**config.mk**
```make
export PLATFORM = sky130hd
export DESIGN_NAME = sprite_table_scheduler_flat
export DESIGN_NICKNAME = d
export VERILOG_FILES = /design/src/rtl/sprite_table_scheduler_if.sv /design/src/rtl/sprite_table_scheduler.sv /design/src/flat_wrapper.sv
export SDC_FILE = /design/constraint.sdc
export NUM_CORES = 1
export LEC_CHECK = 0
export CAP_MARGIN = 10
export CORE_MARGIN = 3
export CORE_UTILIZATION = 53
export DETAILED_ROUTE_END_ITERATION = 10
export GPL_ROUTABILITY_DRIVEN = 0
export MAX_ROUTING_LAYER = met4
export PLACE_DENSITY = 0.83
export RECOVER_POWER = 100
export SYNTH_ARGS = -nofsm -noshare
export SYNTH_HDL_FRONTEND = slang
export SYNTH_SLANG_ARGS = --single-unit
export TNS_END_PERCENT = 100
```
**constraint.sdc**
```tcl
create_clock -name clk -period 9.3 [get_ports clk]
set_clock_uncertainty 0.05 [all_clocks]
set_input_delay 2.325 -clock clk [delete_from_list [all_inputs] [get_ports clk]]
set_output_delay 2.325 -clock clk [all_outputs]
set_load 0.03 [all_outputs]
```
**src/rtl/sprite_table_scheduler_if.sv**
```systemverilog
// Sprite generator snapshot inputs and sprite RAM write port, with sequencing status.
// The scheduler takes the master modport; the generator/RAM side takes the slave modport.
interface sprite_table_scheduler_if #(
    parameter int N_SRC  = 4,
    parameter int DATA_W = 32,
    parameter int ADDR_W = 3
);
    logic                      frame_start;
    logic [N_SRC-1:0]          src_valid;
    logic [N_SRC*DATA_W-1:0]   src_dina;
    logic [N_SRC*ADDR_W-1:0]   src_addr;
    logic                      ram_grant;
    logic                      ram_we;
    logic [ADDR_W-1:0]         ram_addr;
    logic [DATA_W-1:0]         ram_din;
    logic                      busy;
    logic                      done;
    logic                      conflict;
    logic                      missed;

    modport master (
        input  frame_start, src_valid, src_dina, src_addr, ram_grant,
        output ram_we, ram_addr, ram_din, busy, done, conflict, missed
    );

    modport slave (
        output frame_start, src_valid, src_dina, src_addr, ram_grant,
        input  ram_we, ram_addr, ram_din, busy, done, conflict, missed
    );
endinterface

```
**src/rtl/sprite_table_scheduler.sv**
```systemverilog
// Snapshots all sprite generators on frame_start and serialises their valid
// descriptors into the single sprite RAM write port, in index order, as grant allows.
//
//   state | meaning
//   IDLE  | waiting for frame_start; RAM outputs held at 0
//   SCAN  | walking shadow entry idx: skip, write, or stall on grant
//   DONE  | one-cycle done pulse, then back to IDLE
module sprite_table_scheduler #(
    parameter int N_SRC  = 4,
    parameter int DATA_W = 32,
    parameter int ADDR_W = 3
) (
    input  logic                      clk,
    input  logic                      reset,
    sprite_table_scheduler_if.master  bus
);
    localparam int IDX_W = $clog2(N_SRC);
    localparam logic [IDX_W-1:0] LAST_IDX = IDX_W'(N_SRC - 1);

    typedef enum logic [1:0] {IDLE, SCAN, DONE} state_t;

    state_t             state;
    logic [IDX_W-1:0]   idx;
    logic [N_SRC-1:0]   sh_valid;
    logic [DATA_W-1:0]  sh_dina [N_SRC];
    logic [ADDR_W-1:0]  sh_addr [N_SRC];
    logic               busy_q;
    logic               done_q;
    logic               conflict_q;
    logic               missed_q;
    logic               dup;
    logic               in_scan;

    // Duplicate slot check is over the live inputs, which become the snapshot at capture.
    always_comb begin
        dup = 1'b0;
        for (int i = 0; i < N_SRC; i++) begin
            for (int j = i + 1; j < N_SRC; j++) begin
                if (bus.src_valid[i] && bus.src_valid[j] &&
                    bus.src_addr[i*ADDR_W +: ADDR_W] == bus.src_addr[j*ADDR_W +: ADDR_W])
                    dup = 1'b1;
            end
        end
    end

    always_ff @(posedge clk or posedge reset) begin
        if (reset) begin
            state      <= IDLE;
            idx        <= '0;
            sh_valid   <= '0;
            for (int i = 0; i < N_SRC; i++) begin
                sh_dina[i] <= '0;
                sh_addr[i] <= '0;
            end
            busy_q     <= 1'b0;
            done_q     <= 1'b0;
            conflict_q <= 1'b0;
            missed_q   <= 1'b0;
        end else begin
            done_q <= 1'b0;
            if (bus.frame_start && state != IDLE)
                missed_q <= 1'b1;
            unique case (state)
                IDLE: begin
                    if (bus.frame_start) begin
                        sh_valid <= bus.src_valid;
                        for (int i = 0; i < N_SRC; i++) begin
                            sh_dina[i] <= bus.src_dina[i*DATA_W +: DATA_W];
                            sh_addr[i] <= bus.src_addr[i*ADDR_W +: ADDR_W];
                        end
                        idx    <= '0;
                        state  <= SCAN;
                        busy_q <= 1'b1;
                        if (dup)
                            conflict_q <= 1'b1;
                    end
                end
                SCAN: begin
                    if (!sh_valid[idx] || bus.ram_grant) begin
                        if (idx == LAST_IDX) begin
                            state  <= DONE;
                            done_q <= 1'b1;
                        end else begin
                            idx <= idx + 1'b1;
                        end
                    end
                end
                DONE: begin
                    state  <= IDLE;
                    busy_q <= 1'b0;
                end
                default: state <= IDLE;
            endcase
        end
    end

    // Write strobe and data follow the current shadow entry in the same cycle.
    assign in_scan      = (state == SCAN);
    assign bus.ram_we   = in_scan && sh_valid[idx] && bus.ram_grant;
    assign bus.ram_addr = in_scan ? sh_addr[idx] : '0;
    assign bus.ram_din  = in_scan ? sh_dina[idx] : '0;
    assign bus.busy     = busy_q;
    assign bus.done     = done_q;
    assign bus.conflict = conflict_q;
    assign bus.missed   = missed_q;
endmodule

```
**src/flat_wrapper.sv**
```systemverilog
// flat-port wrapper written by rule: the top's interface ports become plain ports
module sprite_table_scheduler_flat 
#(
    parameter int N_SRC  = 4,
    parameter int DATA_W = 32,
    parameter int ADDR_W = 3
)
  (clk, reset, bus_frame_start, bus_src_valid, bus_src_dina, bus_src_addr, bus_ram_grant, bus_ram_we, bus_ram_addr, bus_ram_din, bus_busy, bus_done, bus_conflict, bus_missed);
  sprite_table_scheduler_if #(.N_SRC(N_SRC), .DATA_W(DATA_W), .ADDR_W(ADDR_W)) bus_i ();
  input  logic clk;
  input  logic reset;
  input wire logic [$bits(bus_i.frame_start)-1:0] bus_frame_start;
  input wire logic [$bits(bus_i.src_valid)-1:0] bus_src_valid;
  input wire logic [$bits(bus_i.src_dina)-1:0] bus_src_dina;
  input wire logic [$bits(bus_i.src_addr)-1:0] bus_src_addr;
  input wire logic [$bits(bus_i.ram_grant)-1:0] bus_ram_grant;
  output wire logic [$bits(bus_i.ram_we)-1:0] bus_ram_we;
  output wire logic [$bits(bus_i.ram_addr)-1:0] bus_ram_addr;
  output wire logic [$bits(bus_i.ram_din)-1:0] bus_ram_din;
  output wire logic [$bits(bus_i.busy)-1:0] bus_busy;
  output wire logic [$bits(bus_i.done)-1:0] bus_done;
  output wire logic [$bits(bus_i.conflict)-1:0] bus_conflict;
  output wire logic [$bits(bus_i.missed)-1:0] bus_missed;
  assign bus_i.frame_start = bus_frame_start;
  assign bus_i.src_valid = bus_src_valid;
  assign bus_i.src_dina = bus_src_dina;
  assign bus_i.src_addr = bus_src_addr;
  assign bus_i.ram_grant = bus_ram_grant;
  assign bus_ram_we = bus_i.ram_we;
  assign bus_ram_addr = bus_i.ram_addr;
  assign bus_ram_din = bus_i.ram_din;
  assign bus_busy = bus_i.busy;
  assign bus_done = bus_i.done;
  assign bus_conflict = bus_i.conflict;
  assign bus_missed = bus_i.missed;
  sprite_table_scheduler #(.N_SRC(N_SRC), .DATA_W(DATA_W), .ADDR_W(ADDR_W)) u_core (.clk(clk), .reset(reset), .bus(bus_i));
endmodule
```
==> results of run 1 <==
## worst max-delay path by stage
stage | end | startpoint | slack [ns]
detailed placement | bus_ram_we | bus_ram_grant | 3.29
CTS | bus_ram_we | bus_ram_grant | 3.29
global route | u_core.idx[0] | reset | 2.05
global placement | bus_ram_we | bus_ram_grant | 3.29
floorplan | u_core.bus.busy | reset | 2.83
finish | u_core.idx[0] | reset | 2.87
## area by class of cell
cell class / instances / area, µm² / area share (%)
well taps: 172 / 215 / 2.23
repair buffers: 191 / 1900 / 19.7
multi-input cells: 558 / 3040 / 31.6
clock buffers: 17 / 425 / 4.42
flip-flops and latches: 152 / 3800 / 39.5
clock inverters: 15 / 228 / 2.36
inverters: 3 / 12.5 / 0.130
## stage by stage
stage	instances	utilization (%)	setup WS, ns	cell area (µm²)	power [mW]
3_5_place_dp	1076	69.9	3.29	9000	2.63
6_report	1108	74.8	2.87	9630	3.34
5_1_grt	1108	74.8	2.05	9630	3.57
2_1_floorplan	757	-	2.83	7110	2.18
4_1_cts	1108	75.0	3.29	9650	3.40
3_3_place_gp	1076	69.9	3.29	9000	2.58
## per-layer routing
layer	track usage (%)	routed length, µm
met5	-	0
met2	39.7	8820
met4	7.70	272
met3	6.82	1190
met1	34.1	7400
## critical path, stage by stage
cell and delay, ns:
dlygate4sd3_1 0.55, clkinvlp_2 1.88, clkbuf_2 1.60
## cell families after synthesis
group	Yosys count	share of synthesized area (%)
simple gates	496	28.0
fa+ha+maj	1	0.176
compound gates	6	0.475
buf+inv	47	3.78
xor+xnor	18	2.22
mux	37	11.9
flops	152	53.5
## power breakdown
part	internal, mW	total [mW]	switching, mW
combinational	0.650	1.41	0.764
sequential	0.971	1.18	0.206
clock	0.477	0.752	0.275
total	2.10	3.34	1.24
## registers in the layout, summed over array words and instances, names as in the netlist
| name | count |
|---|---|
| u_core.bus.done | 1 |
| u_core.bus.conflict | 1 |
| u_core.bus.busy | 1 |
| u_core.state | 2 |
| u_core.sh_addr | 12 |
| u_core.idx | 2 |
| u_core.sh_dina | 128 |
| u_core.bus.missed | 1 |
| u_core.sh_valid | 4 |
## synth_stat cells
cell type	count
buf_2	29
dfrtp_1	152
clkbuf_1	11
mux2i_1	1
mux4_2	29
a31o_1	1
mux4_1	7
a21oi_1	3
nand2b_1	2
nor3_1	1
and2_1	1
and4_1	1
and3_1	1
nor2_1	4
nor4_1	7
ha_1	1
inv_1	3
buf_12	3
nor2b_1	35
o21ai_0	2
buf_6	1
nand2_1	441
xor2_1	18
nand2b_2	1
nand3_1	2
==> impl_metrics.csv, run 1 <==
group,metric,value,unit
status,status,"complete, but fails checks",
status,violations,"capacitance limit, slew limit",
setup_path,reg2reg_to,"u_core.sh_dina[76]",
drt,ant_nets,0,
worst_hold_path,hold_path_end,"u_core.bus.missed",
final_layout,drive_above_1_share,7.37,%
clocking,cts_setup_buffers,0,
sta,tightest_slew,3.32,ns
floorplan,core_region_area,12900,µm²
grt,gr-total-overflow,0,
final_layout,antenna_cells,0,
sta,fin_crit,6.43,ns
placed_design,io_buffers,187,
floorplan,io_pins,188,
worst_hold_path,worstHoldStart,"u_core.bus.missed",
synth,avgSynthCellArea,9.40,µm²
synth,syn-cell-area,7110,µm²
drt,drtPass1Iterations,6,
placed_design,hpwl,11100,µm
setup_path,start_kind,"input pin",
clocking,path_clk_slew,0.06,ns
power,leakagePower,4.73,nW
worst_hold_path,hp-class,"reg -> reg",
synth,synth_cell_types,25,
synth,ys_ff_latch,152,
floorplan,die_w,122,µm
grt,antenna_found_initial,0,
drt,avgViaCountPerCell,5.19,
setup_path,critPathRequiredTime,9.29,ns
final_layout,mostFrequentLayoutCells,"nand2_1, dfrtp_1, clkdlybuf4s50_1, dlygate4sd3_1, nor2b_1",
synth,synth.yosys.warnings,0,
synth,synth_top_area_cell,"dfrtp_1",
synth,ys_seq_area_share,53.5,%
power,powerDensity,347,nW/µm²
sta,hold_violations,0,
drt,wire_per_inst,16.0,µm
grt,grt_pass1_vias,5735,
worst_hold_path,min_path_cells,1,
clocking,clk_latency,0.42,ns
clocking,cts.path.max_buffers,2,
setup_path,ff2ff_path_depth,5,
grt,grt_pass1_wl,28700,µm
sta,relSlewSlack,-123,%
sta,rsz0062_at_grt,"no",
floorplan,dieArea,14800,µm²
setup_path,timing.rr.start,"u_core.state[0]",
grt,grtUsageTotal,25.8,%
drt,vias,5755,
clocking,htree_levels,4,
sta,finalCritPeriodShare,69.1,%
synth,synth_area_leaders,"dfrtp_1, nand2_1, mux4_2, nor2b_1, mux4_1",
setup_path,worst-r2r-setup-slack,5.72,ns
setup_path,path_class,"in -> async",
synth,postSynthCellCount,757,
floorplan,die_h,122,µm
floorplan,placementRows,41,
synth,synth_nets,906,
clocking,cts_root_buf,"clkbuf_16",
setup_path,critPathMaxFanout,77,
grt,grt_max_degree,89,
clocking,cts_repair_resize_count,0,
final_layout,synthToLayoutAreaGrowth,35.4,%
clocking,cts_tree,"yes",
clocking,clock_sinks,152,
sta,hold_ws,0.415,ns
run,cap_violations,5,
floorplan,initial_core_util,55.3,%
sta,drv_slew,321,
setup_path,cp-end-kind,"async pin",
drt,drc,0,
sta,finalSetupViolCount,0,
sta,setup_tns,0,ns
drt,drt-total-wl,17700,µm
synth,synth_top_area_share,53.5,%
clocking,hold_buffers,0,
final_layout,nets,1072,
power,worst_ir_drop_vdd,0.174,mV
final_layout,fill_cells,937,
clocking,cts_buffers,17,
sta,fmax,156,MHz
drt,drt_first_iter_violations,567,
setup_path,worst_ep_arrival_time,6.42,ns
final_layout,layout_commonest_cell,"nand2_1",
(Power assumes the default switching activity.)
==> inputs of run 2 (changes only) <==
--- a/config.mk
+++ b/config.mk
@@ -7,11 +7,11 @@
 export LEC_CHECK = 0
 export CAP_MARGIN = 10
 export CORE_MARGIN = 3
-export CORE_UTILIZATION = 53
+export CORE_UTILIZATION = 44
 export DETAILED_ROUTE_END_ITERATION = 10
 export GPL_ROUTABILITY_DRIVEN = 0
 export MAX_ROUTING_LAYER = met4
-export PLACE_DENSITY = 0.83
+export PLACE_DENSITY = 0.73
 export RECOVER_POWER = 100
 export SYNTH_ARGS = -nofsm -noshare
 export SYNTH_HDL_FRONTEND = slang
==> constraint.sdc (replaced) <==
create_clock -name clk -period 5.44 [get_ports clk]
set_clock_uncertainty 0.05 [all_clocks]
set_input_delay 1.36 -clock clk [delete_from_list [all_inputs] [get_ports clk]]
set_output_delay 1.36 -clock clk [all_outputs]
set_load 0.03 [all_outputs]
==> run 2 against run 1 <==
The run still ends with capacitance limit, slew limit left. Total power increased by 66%. Non-clock buffer count increased by 3. Combinational power increased by 69%. Highest routed layer unchanged. Setup slack got worse by 2.2 ns. Critical endpoint is now bus_ram_addr[2]. Via count down 2.8%. Final area grew 0.16%. Flip-flop and latch count is the same. Register-to-register slack worse by 3.2 ns. Global-route usage shrank 4.8 points. Sequential share of layout area shrank 0.061 points. Die area up 19%. Count of clock-buffer cells in the layout rose by 2.
==> impl_metrics.csv, run 2 (synthesized netlist as in run 1, its figures left out) <==
group,metric,value,unit
sta,finalSetupViolCount,0,
final_layout,mostFrequentLayoutCells,"nand2_1, dfrtp_1, clkdlybuf4s50_1, dlygate4sd3_1, nor2b_1",
clocking,cts_repair_resize_count,0,
floorplan,placementRows,45,
sta,drv_slew,240,
floorplan,die_h,133,µm
power,worst_ir_drop_vdd,0.266,mV
grt,antenna_found_initial,0,
clocking,cts_setup_buffers,0,
final_layout,regMostFlops,"u_core.sh_dina",
final_layout,multiInputGateArea,3060,µm²
power,power,5.53,mW
final_layout,stdcell_count,1149,
final_layout,synthToLayoutAreaGrowth,35.6,%
floorplan,die_w,133,µm
drt,ant_nets,0,
floorplan,io_pins,188,
clocking,cts_root_buf,"clkbuf_16",
placed_design,io_buffers,187,
sta,fmax,212,MHz
floorplan,dieArea,17700,µm²
final_layout,largest_register_ffs,128,
floorplan,initial_core_util,45.9,%
sta,setup_tns,0,ns
grt,gr-total-overflow,0,
final_layout,fill_cells,1323,
setup_path,slowest_stage,"dfrtp_1",
drt,wire_per_inst,15.2,µm
clocking,htree_levels,4,
clocking,cts.path.max_buffers,2,
setup_path,cpPeakStageDelay,1.11,ns
floorplan,core_region_area,15500,µm²
setup_path,critical_path_buf_inv_count,2,
clocking,hold_buffers,0,
power,powerDensity,574,nW/µm²
setup_path,cp_top_family,"flip-flops",
setup_path,crit_chain,"buf_12, mux4_1, nor2b_1, dlygate4sd3_1",
final_layout,reg.largest.list,"u_core.sh_dina (128), u_core.sh_addr (12), u_core.sh_valid (4)",
worst_hold_path,hp-class,"reg -> reg",
status,status,"complete, but fails checks",
grt,grt_pass1_wl,28800,µm
drt,drc,0,
run,cap_violations,2,
setup_path,start_kind,"flop",
final_layout,antenna_cells,0,
setup_path,critPathRequiredTime,4.03,ns
clocking,clk_latency,0.42,ns
grt,grt_max_degree,153,
clocking,path_clk_slew,0.06,ns
final_layout,drive_above_1_share,7.46,%
setup_path,worst_ep_arrival_time,3.31,ns
status,violations,"capacitance limit, slew limit",
grt,grt_pass1_vias,5705,
placed_design,hpwl,11200,µm
drt,drtPass1Iterations,4,
sta,fin_crit,4.72,ns
setup_path,critPathMaxFanout,22,
drt,drt_first_iter_violations,344,
drt,drt-total-wl,17500,µm
sta,relSlewSlack,-40.4,%
sta,finalCritPeriodShare,86.8,%
clocking,cts_buffers,17,
clocking,clock_sinks,152,
clocking,cts_tree,"yes",
final_layout,nets,1075,
final_layout,regArea,3800,µm²
sta,rsz0062_at_grt,"no",
setup_path,cp-end-kind,"primary output",
grt,grtUsageTotal,20.9,%
drt,vias,5596,
placed_design,dp.cells,1118,
power,leakagePower,4.72,nW
sta,tightest_slew,2.11,ns
sta,hold_violations,0,
drt,avgViaCountPerCell,4.87,
final_layout,layout_commonest_cell,"nand2_1",
setup_path,path_class,"reg -> out",
==> run 2: worst paths after layout <==
kind / start / end / slack [ns] / depth (start not counted)
min in group asynchronous: reset / u_core.sh_dina[96] / 2.06 / 3
setup / recovery: u_core.idx[0] / bus_ram_addr[2] / 0.72 / 4
max in group asynchronous: reset / u_core.idx[1] / 1.77 / 3
setup reg to reg: u_core.state[0] / u_core.sh_dina[55] / 2.51 / 6
hold / removal: u_core.sh_dina[10] / u_core.sh_dina[10] / 0.41 / 2
hold reg to reg: u_core.sh_dina[10] / u_core.sh_dina[10] / 0.41 / 2
==> run 2: power by group <==
part           internal (mW)  switching [mW]
logic                   1.11            1.27
registers               1.66           0.354
clock network          0.683           0.455
total                   3.45            2.08
==> run 2: area by class of cell <==
class                           instances  share of cell area, %
Multi-Input combinational cell        558                   31.7
Timing Repair Buffer                  194                   20.0
Sequential cell                       152                   39.5
Tap cell                              211                   2.74
Clock buffer                           19                   4.59
Clock inverter                         12                   1.34
Inverter                                3                  0.156
==> run 2: tightest hold or removal path: cells and delay by family, from the launching register on <==
family	cells	cell delay [ns]
and+or+nand+nor	2	0.10
DFF	1	0.33
==> run 2: per-stage QoR <==
step	hold slack, ns	setup slack (ns)	area [µm²]	utilization, %
after floorplan	0.387	2.11	7120	-
after global placement	0.400	1.36	9100	58.7
after detailed placement	0.402	1.36	9100	58.7
after CTS	0.420	1.09	9670	62.4
after global routing	0.431	0.503	9640	62.3
final	0.415	0.718	9640	62.3
==> run 2: per-layer routing <==
metal  vias to the layer above  global-route usage (%)  share of wire, %
met1                      2670                    28.0                44
li1                       2734                       -                 -
met5                         -                       -                 0
met3                        19                    6.42               7.3
met2                       173                    31.7                48
met4                         0                    5.20               1.2
